<file path="src/rtl/rand_pkg.sv">
// -----------------------------------------------------------------------------
// rand_pkg
//   Shared constants and helpers for the random digit generator.
//   - RANDGEN_* : default parameter values for rand_digit_gen
//   - clog2     : ceiling log2, usable in constant expressions
//   - galois_next : one Galois LFSR step on a 32-bit container; callers
//                   zero-extend narrower states/taps and truncate the result.
// -----------------------------------------------------------------------------
package rand_pkg;

  localparam int          RANDGEN_WIDTH = 16;
  localparam logic [15:0] RANDGEN_TAPS  = 16'hB400;
  localparam logic [15:0] RANDGEN_SEED  = 16'hFFFF;
  localparam longint      RANDGEN_RANGE = 10;
  localparam int          RANDGEN_DEPTH = 4;

  // Smallest r with 2**r >= value (0 for value <= 1).
  function automatic int clog2(input longint value);
    int result;
    result = 0;
    for (int i = 0; i < 62; i++) begin
      if ((longint'(1) << i) < value) result = i + 1;
    end
    return result;
  endfunction

  // Galois step: shift right, fold the taps in when a 1 falls off the end.
  // A nonzero state never maps to zero.
  function automatic logic [31:0] galois_next(input logic [31:0] state,
                                              input logic [31:0] taps);
    logic [31:0] nxt;
    nxt = state >> 1;
    if (state[0]) nxt = nxt ^ taps;
    return nxt;
  endfunction

endpackage

</file>
<file path="src/rtl/rand_fifo.sv">
// -----------------------------------------------------------------------------
// rand_fifo
//   Small synchronous FIFO with a registered head output and fill counter.
//   Ports:
//     clk, reset_n   clock / asynchronous active-low reset
//     flush          empties the FIFO (wins over push and pop)
//     push, push_data write one entry (ignored when full with no pop)
//     pop            removes the head (ignored when empty)
//     valid          head holds a real entry
//     head           head value; holds its last value while empty, 0 after reset
//     fill           number of entries held (0..DEPTH)
// -----------------------------------------------------------------------------
module rand_fifo
  import rand_pkg::*;
#(
  parameter  int DEPTH  = 4,
  parameter  int DATA_W = 4,
  localparam int PTR_W  = clog2(longint'(DEPTH)),
  localparam int FILL_W = clog2(longint'(DEPTH + 1))
) (
  input  logic              clk,
  input  logic              reset_n,
  input  logic              flush,
  input  logic              push,
  input  logic [DATA_W-1:0] push_data,
  input  logic              pop,
  output logic              valid,
  output logic [DATA_W-1:0] head,
  output logic [FILL_W-1:0] fill
);

  logic [DATA_W-1:0] mem [DEPTH];

  logic [PTR_W-1:0]  rd_ptr_q, rd_ptr_d;
  logic [PTR_W-1:0]  wr_ptr_q, wr_ptr_d;
  logic [FILL_W-1:0] count_q, count_d;
  logic [DATA_W-1:0] head_q, head_d;
  logic              pop_eff, push_eff;

  always_comb begin
    pop_eff  = pop & (count_q != '0);
    push_eff = push & ((count_q != FILL_W'(DEPTH)) | pop_eff);
    rd_ptr_d = rd_ptr_q + PTR_W'(pop_eff);
    wr_ptr_d = wr_ptr_q + PTR_W'(push_eff);
    count_d  = count_q + FILL_W'(push_eff) - FILL_W'(pop_eff);
    head_d   = head_q;
    // Pre-compute the head for the next cycle. The write pointer can only
    // coincide with the new read pointer on a push when the pushed entry is
    // the only one left, so it must bypass the array.
    if (count_d != '0) begin
      if (push_eff && (wr_ptr_q == rd_ptr_d)) head_d = push_data;
      else                                    head_d = mem[rd_ptr_d];
    end
    if (flush) begin
      rd_ptr_d = '0;
      wr_ptr_d = '0;
      count_d  = '0;
      head_d   = head_q;
    end
  end

  always_ff @(posedge clk) begin
    if (push_eff && !flush) mem[wr_ptr_q] <= push_data;
  end

  always_ff @(posedge clk or negedge reset_n) begin
    if (!reset_n) begin
      rd_ptr_q <= '0;
      wr_ptr_q <= '0;
      count_q  <= '0;
      head_q   <= '0;
    end else begin
      rd_ptr_q <= rd_ptr_d;
      wr_ptr_q <= wr_ptr_d;
      count_q  <= count_d;
      head_q   <= head_d;
    end
  end

  assign valid = (count_q != '0);
  assign head  = head_q;
  assign fill  = count_q;

endmodule

</file>
<file path="src/rtl/rand_digit_gen.sv">
// -----------------------------------------------------------------------------
// rand_digit_gen
//   Galois LFSR random source reduced to [0, RANGE-1] by rejection sampling,
//   buffered in a DEPTH-entry FIFO with a valid/ready output handshake.
//   The LFSR stalls (never drops) when the FIFO is full, so the value stream
//   is a fixed function of SEED regardless of consumer timing.
//   Ports:
//     clk         rising-edge clock
//     reset_n     asynchronous active-low reset (state <= SEED, FIFO empty)
//     stop        1 = freeze LFSR; queued values can still be popped
//     rand_ready  consumer takes rand_num this cycle
//     rand_valid  FIFO head valid
//     rand_num    FIFO head value (< RANGE when rand_valid)
//     fill        entries currently held
//     seed_load   synchronous reseed + FIFO flush   (RANDGEN_SEED_LOAD_EN only)
//     seed_val    new state, 0 selects SEED          (RANDGEN_SEED_LOAD_EN only)
//   Optional feature macro: RANDGEN_SEED_LOAD_EN (adds seed_load/seed_val).
// -----------------------------------------------------------------------------
module rand_digit_gen
  import rand_pkg::*;
#(
  parameter  int               WIDTH  = RANDGEN_WIDTH,
  parameter  logic [WIDTH-1:0] TAPS   = RANDGEN_TAPS,
  parameter  logic [WIDTH-1:0] SEED   = RANDGEN_SEED,
  parameter  longint           RANGE  = RANDGEN_RANGE,
  parameter  int               DEPTH  = RANDGEN_DEPTH,
  localparam int               OUT_W  = clog2(RANGE),
  localparam int               FILL_W = clog2(longint'(DEPTH + 1))
) (
  input  logic              clk,
  input  logic              reset_n,
  input  logic              stop,
  input  logic              rand_ready,
  output logic              rand_valid,
  output logic [OUT_W-1:0]  rand_num,
  output logic [FILL_W-1:0] fill
`ifdef RANDGEN_SEED_LOAD_EN
  ,
  input  logic              seed_load,
  input  logic [WIDTH-1:0]  seed_val
`endif
);

  // Elaboration-time parameter checks.
  if (WIDTH < 4 || WIDTH > 32) begin : g_bad_width
    $error("rand_digit_gen: WIDTH must be 4..32");
  end
  if (SEED == '0) begin : g_bad_seed
    $error("rand_digit_gen: SEED must be nonzero");
  end
  if (RANGE < 2 || RANGE > (longint'(1) << WIDTH)) begin : g_bad_range
    $error("rand_digit_gen: RANGE must be 2..2**WIDTH");
  end
  if (DEPTH < 2 || (DEPTH & (DEPTH - 1)) != 0) begin : g_bad_depth
    $error("rand_digit_gen: DEPTH must be a power of 2, >= 2");
  end

  // One extra bit so a power-of-2 RANGE compares as "always below".
  localparam logic [OUT_W:0] RANGE_V = (OUT_W + 1)'(RANGE);

  logic [WIDTH-1:0] state_q, state_d;
  logic [WIDTH-1:0] lfsr_next;
  logic [WIDTH-1:0] load_val;
  logic [OUT_W-1:0] cand;
  logic             load;
  logic             full, pop, adv, accept, push;

  always_comb begin
    load     = 1'b0;
    load_val = SEED;
`ifdef RANDGEN_SEED_LOAD_EN
    load = seed_load;
    if (seed_val != '0) load_val = seed_val;
`endif
  end

  assign lfsr_next = WIDTH'(galois_next(32'(state_q), 32'(TAPS)));
  assign cand      = state_q[OUT_W-1:0];
  assign accept    = ({1'b0, cand} < RANGE_V);

  // A reseed owns the cycle: no draw, push or pop alongside it.
  assign full = (fill == FILL_W'(DEPTH));
  assign pop  = rand_valid & rand_ready & ~load;
  assign adv  = ~stop & (~full | pop) & ~load;
  assign push = adv & accept;

  always_comb begin
    state_d = state_q;
    if (load)     state_d = load_val;
    else if (adv) state_d = lfsr_next;
  end

  always_ff @(posedge clk or negedge reset_n) begin
    if (!reset_n) state_q <= SEED;
    else          state_q <= state_d;
  end

  rand_fifo #(
    .DEPTH  (DEPTH),
    .DATA_W (OUT_W)
  ) u_fifo (
    .clk       (clk),
    .reset_n   (reset_n),
    .flush     (load),
    .push      (push),
    .push_data (cand),
    .pop       (pop),
    .valid     (rand_valid),
    .head      (rand_num),
    .fill      (fill)
  );

endmodule

</file>
<file path="config.mk">
export PLATFORM = sky130hd
export DESIGN_NAME = rand_digit_gen
export DESIGN_NICKNAME = d
export VERILOG_FILES = /design/src/rtl/rand_pkg.sv /design/src/rtl/rand_fifo.sv /design/src/rtl/rand_digit_gen.sv
export SDC_FILE = /design/constraint.sdc
export NUM_CORES = 1
export LEC_CHECK = 0
export CAP_MARGIN = 10
export CORE_MARGIN = 1
export CORE_UTILIZATION = 48
export CTS_CLUSTER_SIZE = 8
export DETAILED_ROUTE_END_ITERATION = 8
export DONT_BUFFER_PORTS = 1
export MAX_ROUTING_LAYER = met4
export PLACE_DENSITY = 0.67
export SYNTH_ARGS = -nofsm -noshare
export SYNTH_HDL_FRONTEND = slang
export SYNTH_SLANG_ARGS = --single-unit
</file>
<file path="constraint.sdc">
create_clock -name clk -period 3.6 [get_ports clk]
set_clock_uncertainty 0.05 [all_clocks]
set_input_delay 0.72 -clock clk [delete_from_list [all_inputs] [get_ports clk]]
set_output_delay 0.72 -clock clk [all_outputs]
set_load 0.1 [all_outputs]
</file>
# [Word-level counts from Yosys, hierarchy flattened]
# Memories as Yosys holds them, arrays and structs flattened. A register that Yosys moved wholly into a read port is not among the register bits.
# Index checks and enable logic that the tools add are counted.
[classes] add_sub_neg=4 magnitude_cmp=1 eq_ne=2 mux=3 bitwise_logic=10 n_reduce_logical=3
[ops] operator="16-bit two-way mux" n=1
[ops] operator="3-bit nonzero test" n=2
[ops] operator="1-bit bitwise AND" n=5
[ops] operator="2-bit by 1-bit adder with 2-bit output" n=2
[ops] operator="4-bit less-than comparator (second input constant)" n=1
[ops] operator="3-bit NOT with 4-bit output" n=1
[ops] operator="3-bit by 1-bit adder with 3-bit output" n=1
[ops] operator="3-bit == test (second input constant)" n=1
[ops] operator="3-bit != test (second input constant)" n=1
[ops] operator="3-bit by 1-bit subtractor with 3-bit output" n=1
[ops] operator="1-bit two-way mux" n=2
[ops] operator="1-bit NOT" n=2
[ops] operator="1-bit bitwise OR" n=2
[ops] operator="1-bit zero test" n=1
[totals] ff_bits=23 ramBits=16 input_bits=4 mem_count=1
[memory_table] name="u_fifo.mem" words=4 width=4 rd=1 rd_ports_with_merged_regs=1 write_ports=1 line="rand_fifo.sv:32" source="logic [DATA_W-1:0] mem [DEPTH];"

# [Depth between registers and ports, before layout]
# Gate-level depths: netlist of run 1.
[logic_depth] ltp_word=9 mapped_depth=12 ltp_nobuf=11

# [Hierarchy]
# Synthesis of run 1 repeated with hierarchy kept, for this count alone.
[unflattened] cells_unflattened=121 hier_area_um2=1970.6
[by_module_without_submodules] mod="rand_fifo" n_inst=1 cells_per_inst=78 area_per_inst_um2=1236.2 seq_area_each_um2=755.7
[by_module_without_submodules] mod="rand_digit_gen" n_inst=1 cells_per_inst=43 area_per_inst_um2=734.5 seq_area_each_um2=420.4

# [Worst setup path after synthesis of run 1]
# Ideal clock, no wire load.
[synth_timing] path_kind="reg2reg" from="register u_fifo.count_q[1] (netlist: u_fifo.fill[1])" to="register u_fifo.head_q[3] (netlist: u_fifo.head[3]), read port of u_fifo.mem" setup_time_ns=0.133 t_arrival_ns=3.628 path_slack_ns=-0.210 stages_incl_launch_ff=13 path_buffers=1 path_cell_list="dfrtp_1 -> or3_2 -> and2_1 -> ha_1 -> inv_1 -> ha_1 -> inv_1 -> fa_1 -> xor3_2 -> or3_1 -> buf_6 -> o41ai_2 -> o22ai_2"
[synth_between] elab_chain_len=9 elab_cells_between_ends=15 classes_between="add/sub: 3; eq/ne: 2; bitwise: 8; reduce/logical: 2"
[synth_rtl] item="start: declaration" line="rand_fifo.sv:36" source="logic [FILL_W-1:0] count_q, count_d;"
[synth_rtl] item="start signal: assignment" line="rand_fifo.sv:75" source="count_q <= count_d;"
[synth_rtl] item="3-bit nonzero test *" line="rand_fifo.sv:80" source="assign valid = (count_q != '0);"
[synth_rtl] item="net rand_valid" line="rand_digit_gen.sv:34" source="output logic rand_valid,"
[synth_rtl] item="1-bit bitwise AND" line="rand_digit_gen.sv:83" source="assign pop = rand_valid & rand_ready & ~load;"
[synth_rtl] item="1-bit bitwise OR" line="rand_digit_gen.sv:84" source="assign adv = ~stop & (~full | pop) & ~load;"
[synth_rtl] item="1-bit bitwise AND" line="rand_digit_gen.sv:84"
[synth_rtl] item="1-bit bitwise AND" line="rand_digit_gen.sv:85" source="assign push = adv & accept;"
[synth_rtl] item="1-bit bitwise AND" line="rand_fifo.sv:42" source="push_eff = push & ((count_q != FILL_W'(DEPTH)) | pop_eff);"
[synth_rtl] item="3-bit by 1-bit adder with 3-bit output" line="rand_fifo.sv:45" source="count_d = count_q + FILL_W'(push_eff) - FILL_W'(pop_eff);"
[synth_rtl] item="3-bit by 1-bit subtractor with 3-bit output *" line="rand_fifo.sv:45"
[synth_rtl] item="net u_fifo.count_d[2]" line="rand_fifo.sv:36"
[synth_rtl] item="3-bit nonzero test *" line="rand_fifo.sv:50" source="if (count_d != '0) begin"
[synth_rtl] item="end: declaration" line="rand_fifo.sv:37" source="logic [DATA_W-1:0] head_q, head_d;"
# The timed path passes the listed nets; every way through them passes the cells marked *.
# A chain may end at the register's enable or synchronous reset.

# [Final worst setup path of run 1]
[layout_timing] from="register u_fifo.count_q[1] (netlist: u_fifo.fill[1])" to="register u_fifo.head_q[2] (netlist: u_fifo.head[2]), read port of u_fifo.mem"
[layout_between] elab_chain_len=9 elab_cells_between_ends=15 classes_between="add/sub: 3; eq/ne: 2; bitwise: 8; reduce/logical: 2"
[layout_rtl] item="3-bit nonzero test or 3-bit == test (tied branches)" line="rand_fifo.sv:41, rand_fifo.sv:80, rand_digit_gen.sv:82"
[layout_rtl] item="1-bit bitwise AND or 1-bit NOT (tied branches)" line="rand_digit_gen.sv:83, rand_digit_gen.sv:84"
[layout_rtl] item="1-bit bitwise OR" line="rand_digit_gen.sv:84"
[layout_rtl] item="1-bit bitwise AND" line="rand_digit_gen.sv:84"
[layout_rtl] item="1-bit bitwise AND" line="rand_digit_gen.sv:85"
[layout_rtl] item="1-bit bitwise AND" line="rand_fifo.sv:42"
[layout_rtl] item="3-bit by 1-bit adder with 3-bit output" line="rand_fifo.sv:45"
[layout_rtl] item="3-bit by 1-bit subtractor with 3-bit output *" line="rand_fifo.sv:45"
[layout_rtl] item="net u_fifo.count_d[2]" line="rand_fifo.sv:36"
[layout_rtl] item="3-bit nonzero test *" line="rand_fifo.sv:50"
# Marks and branches as above.

==> impl_metrics.json, run 1 <==
{
  "reg2reg_depth": 11,
  "cts_setup_buffers": 0,
  "htreeDepth": 2,
  "yosysTopAreaCell": "edfxtp_1",
  "clk_path_buf_depth": 2,
  "area_growth_pct": 7.97,
  "multiInputGateArea_sq_um": 674,
  "ys_seq_area_share_pct": 61.9,
  "crit_type": "reg2reg",
  "drc": 0,
  "syn_inst": 120,
  "hold_class": "in2async",
  "tns_ps": 0,
  "fin_crit_sh_pct": 83.8,
  "max_freq_mhz": 331,
  "grt_usage_pct": 17.6,
  "n_antenna_cell": 0,
  "grt_pass1_vias": 996,
  "crit_path_start_kind": "register",
  "cts_root_buffer": "clkbuf_8",
  "route.detailed.wl_per_inst_microns": 17.0,
  "maxCapViolations": 0,
  "fillers": 320,
  "ys_ff_latch": 43,
  "drt_iter0_drc": 63,
  "cts_sinks": 43,
  "synth_fp_nets": 129,
  "tritoncts": "done",
  "async_flop_share_pct": 62.8,
  "dp_slack_ps": 501,
  "post-route-min-period_ps": 3020,
  "regArea_sq_um": 1180,
  "yosys_warnings": 0,
  "antenna_found_initial": 0,
  "core_sq_um": 3720,
  "globalplace.congestion": 0.858,
  "initial_core_util_pct": 51.1,
  "avgSynthCellArea_sq_um": 15.8,
  "drt_wl_total_microns": 2990,
  "hold_viol": 0,
  "clk_latency_ps": 300,
  "ctsResizeCount": 0,
  "die_y_microns": 64.9,
  "max_slew_margin_pct": 37.1,
  "io_pins": 12,
  "vias": 952,
  "hpwl_microns": 2120,
  "synth_area_sq_um": 1900,
  "grt_max_degree": 28,
  "dr.pass1.iters": 3,
  "crit_fanout": 8,
  "tightest_slew_ps": 943,
  "ys.flop_type": "edfxtp_1",
  "setup_viol": 0,
  "critPathRequiredTime_ps": 3710,
  "drive_gt1_share_pct": 45.3,
  "nets": 136,
  "clkTransAtPathRegs_ps": 80,
  "die-width_microns": 64.9,
  "overflow": 0,
  "synth_top_area_share_pct": 25.3,
  "status": "finished, final reports clean",
  "hold_ws_ps": 55.9,
  "numPortBuffers": 0,
  "postRouteAntennaNets": 0,
  "cts-buffers-inserted": 5,
  "holdBufCountCts": 0,
  "rows": 22,
  "synth_edf_count": 16,
  "via_per_inst": 5.41,
  "drv_slew": 0,
  "postLayoutCoreUtil_pct": 55.2,
  "dieArea_sq_um": 4220,
  "rsz0062_at_grt": "no",
  "cp-end-kind": "register",
  "grt_pass1_wl_microns": 5040,
  "worst_slack_ps": 583,
  "crit_arrival_ps": 3130,
  "ys_top_cells_by_area": "edfxtp_1 25%, dfstp_2 22%, dfrtp_1 14%",
  "synth_cell_type_count": 36
}
==> kinds of logic after synthesis <==
logic type      synth area share (%)
flops                           61.9
simple gates                    7.50
mux                             13.2
compound gates                  5.60
buf+inv                         2.83
xor+xnor                        5.27
fa+ha+maj                       3.69
==> registers in the layout (all words and copies together), names as in the netlist <==
register and cells:
state_q 16, u_fifo.head 4, u_fifo.wr_ptr_q 2, u_fifo.fill 3
u_fifo.rd_ptr_q 2, u_fifo.mem 16
==> worst max-delay path, cell delays in order (launching register included) <==
cell and delay, ps:
dfrtp_1 380, buf_4 250, or4b_1 550, nand3_2 150
inv_2 90, ha_1 200, inv_1 60, fa_1 170
xor3_2 250, or3_1 500, nor2_2 160, a31oi_2 50
==> synthesized netlist by cell type (2+ instances only) <==
master    instances
dfstp_2          16
edfxtp_1         16
dfrtp_1          11
mux2_2            9
inv_1             6
a21oi_1           4
ha_1              4
mux2_4            4
mux4_2            4
nor2_1            4
nor2_2            4
o21ai_0           4
xnor2_1           4
a31oi_2           3
nand3_1           3
and2_1            2
nand2_1           2
xor2_1            2
==> cell usage in the layout (no fill, tap or decap), types with 5 or more instances in the layout <==
cell type  Yosys  final
inv_1          6      6
dfstp_2       16     16
mux2_2         9      9
dfrtp_1       11     11
clkbuf_8       0      5
edfxtp_1      16     16
==> final cells by class <==
class / count / share of cell area, %
multi-input combinational: 66 / 32.9
inverter: 7 / 1.28
clock buffer: 6 / 3.54
sequential: 43 / 57.3
clock inverter: 2 / 0.610
timing repair buffer: 4 / 1.46
tap: 48 / 2.93
==> routing by layer <==
metal	wire [microns]	track usage [%]
met2	1530	27.2
met5	0	-
met1	1260	20.3
met3	121	6.69
met4	74	8.33
==> worst paths after layout <==
path	start	endpoint	slack, ps
worst min-delay path	reset_n	u_fifo.head[0]$_DFFE_PN0P_	60
worst min register to register	state_q[13]$_DFFE_PN1P_	state_q[13]$_DFFE_PN1P_	470
max in group asynchronous	reset_n	state_q[1]$_DFFE_PN1P_	3260
worst max register to register	u_fifo.fill[1]$_DFF_PN0_	u_fifo.head[2]$_DFFE_PN0P_	580
min in group clk	state_q[13]$_DFFE_PN1P_	state_q[13]$_DFFE_PN1P_	470
worst max-delay path	u_fifo.fill[1]$_DFF_PN0_	u_fifo.head[2]$_DFFE_PN0P_	580
==> stage by stage <==
stage               cell area [sq um]  instances
floorplan                        1900        120
global placement                 1970        168
detailed placement               1970        168
CTS                              2050        176
global route                     2050        176
finish                           2050        176
Power of run 1 is not shown: default switching activity piles up to over one toggle a cycle in this logic, so the estimate is an artifact.
==> run 2: changes to the inputs <==
--- a/config.mk
+++ b/config.mk
@@ -12,7 +12,7 @@
 export DETAILED_ROUTE_END_ITERATION = 8
 export DONT_BUFFER_PORTS = 1
 export MAX_ROUTING_LAYER = met4
-export PLACE_DENSITY = 0.67
+export PLACE_DENSITY = 0.69
 export SYNTH_ARGS = -nofsm -noshare
 export SYNTH_HDL_FRONTEND = slang
 export SYNTH_SLANG_ARGS = --single-unit
==> constraint.sdc (replaced) <==
create_clock -name clk -period 2.5 [get_ports clk]
set_clock_uncertainty 0.05 [all_clocks]
set_input_delay 0.5 -clock clk [delete_from_list [all_inputs] [get_ports clk]]
set_output_delay 0.5 -clock clk [all_outputs]
set_load 0.1 [all_outputs]
==> run 2 against run 1 <==
Against the previous run:
- the flow now finishes with violations (setup timing)
- largest cell class unchanged
- final cell count is 11% higher
- critical path depth is 1 higher
- global-route usage increased by 1.1 points
==> impl_metrics.json, run 2 (synthesis results as in run 1) <==
{
  "final_common_cell": "buf_4",
  "htreeDepth": 2,
  "drt_iter0_drc": 43,
  "clk_path_buf_depth": 2,
  "die-width_microns": 64.9,
  "numPortBuffers": 0,
  "core_sq_um": 3720,
  "clk_latency_ps": 300,
  "grt_pass1_wl_microns": 5490,
  "violations": "setup timing",
  "tightest_slew_ps": 913,
  "worst_slack_ps": -369,
  "crit_fanout": 8,
  "cts-buffers-inserted": 5,
  "cts_root_buffer": "clkbuf_8",
  "vias": 1044,
  "hold_class": "in2reg",
  "clkTransAtPathRegs_ps": 80,
  "drt_wl_total_microns": 3270,
  "post-route-min-period_ps": 2870,
  "placed_cells": 186,
  "max_slew_margin_pct": 39.0,
  "crit_type": "reg2reg",
  "route.detailed.wl_per_inst_microns": 16.7,
  "setup_viol": 4,
  "io_pins": 12,
  "n_antenna_cell": 0,
  "status": "finished with violations",
  "postRouteAntennaNets": 0,
  "holdCritStartpoint": "stop",
  "globalplace.congestion": 0.847,
  "cts_sinks": 43,
  "drive_gt1_share_pct": 58.8,
  "nets": 156,
  "drv_slew": 0,
  "crit_path_start_kind": "register",
  "grt_max_degree": 28,
  "hold_viol": 0,
  "setup.worst_path.start": "u_fifo.fill[0]$_DFF_PN0_",
  "area_growth_pct": 19.9,
  "drc": 0,
  "initial_core_util_pct": 51.1,
  "final_cell_mix": "21 x buf_4, 16 x dfstp_2, 16 x edfxtp_1",
  "maxCapViolations": 0,
  "hpwl_microns": 2260,
  "worst-r2r-setup-slack_ps": -370,
  "fin_crit_sh_pct": 115,
  "cts_setup_buffers": 0,
  "dieArea_sq_um": 4220,
  "overflow": 0,
  "cp-end-kind": "register",
  "critPathRequiredTime_ps": 2630,
  "die_y_microns": 64.9,
  "tritoncts": "done",
  "rows": 22,
  "r2r_start": "u_fifo.fill[0]$_DFF_PN0_",
  "dr.pass1.iters": 4,
  "rsz0062_at_grt": "yes",
  "grt_pass1_vias": 1114,
  "crit_arrival_ps": 3000,
  "antenna_found_initial": 0,
  "stdcell_count": 196,
  "via_per_inst": 5.33,
  "max_freq_mhz": 349,
  "grt_usage_pct": 18.8
}
run 2: cell types whose count changed in the layout (fill, tap and decap cells not counted), sizes merged:
| cell | change |
|---|---|
| buf | +19 |
| dlygate4sd3 | +1 |
| clkinvlp | -1 |
| inv | +1 |
run 2: worst paths after layout:
check / endpoint / depth (start not counted)
worst max-delay path: u_fifo.head[3]$_DFFE_PN0P_ / 12
worst min-delay path: u_fifo.head[3]$_DFFE_PN0P_ / 2
worst max register to register: u_fifo.head[3]$_DFFE_PN0P_ / 12
worst min register to register: state_q[13]$_DFFE_PN1P_ / 2
max in group asynchronous: state_q[11]$_DFFE_PN1P_ / 2
min in group asynchronous: u_fifo.fill[1]$_DFF_PN0_ / 2
run 2: worst max-delay path, cell delays in order (launching register included):
cell and delay, ps:
dfrtp_4 480, or3_4 390, and2_4 180, ha_4 210
inv_2 60, ha_4 120, inv_2 30, fa_2 520
inv_2 40, or3_1 350, buf_6 160, o41ai_4 60
o22ai_2 90
run 2: per-stage QoR:
stage / cell area, sq um / worst slack (ps) / utilization [%] / TNS, ps / hold slack, ps
3_3_place_gp: 2140 / -327 / 57.6 / -1270 / 155
6_report: 2280 / -369 / 61.3 / -1420 / 337
2_1_floorplan: 1940 / -707 / - / -2850 / 154
4_1_cts: 2270 / -361 / 61.2 / -1430 / 323
5_1_grt: 2280 / -408 / 61.3 / -1590 / 335
3_5_place_dp: 2140 / -400 / 57.6 / -1520 / 155
run 2: routing by layer:
layer	vias up	share of wire [%]	GRT usage, %
met5	-	0	-
met4	0	2.7	8.89
met3	9	3.8	5.11
met2	18	49	29.6
met1	531	44	22.3
li1	486	-	-
run 2: cell type report:
cell class / instances / area (sq um)
inverter: 7 / 26.3
multi-input combinational: 66 / 726
clock inverter: 2 / 11.3
timing repair buffer: 24 / 199
tap: 48 / 60.1
clock buffer: 6 / 72.6
sequential: 43 / 1180
fill: 279 / 1440
run 2: what timing repair did:
item	CTS	global route
setup endpoints to repair	4	4
pin swaps	1	4
hold buffers	2	0
hold endpoints to repair	27	0
resized for setup	3	1
cloned	0	0
Power of run 2 is left out for the same reason.
==> run 3: changes to the inputs <==
--- a/config.mk
+++ b/config.mk
@@ -5,7 +5,7 @@
 export SDC_FILE = /design/constraint.sdc
 export NUM_CORES = 1
 export LEC_CHECK = 0
-export CAP_MARGIN = 10
+export CAP_MARGIN = 20
 export CORE_MARGIN = 1
 export CORE_UTILIZATION = 48
 export CTS_CLUSTER_SIZE = 8
==> results of run 3 <==
Same layout as run 2: the final DEF is identical, and so are final timing and power.
Power of run 3 is left out for the same reason.
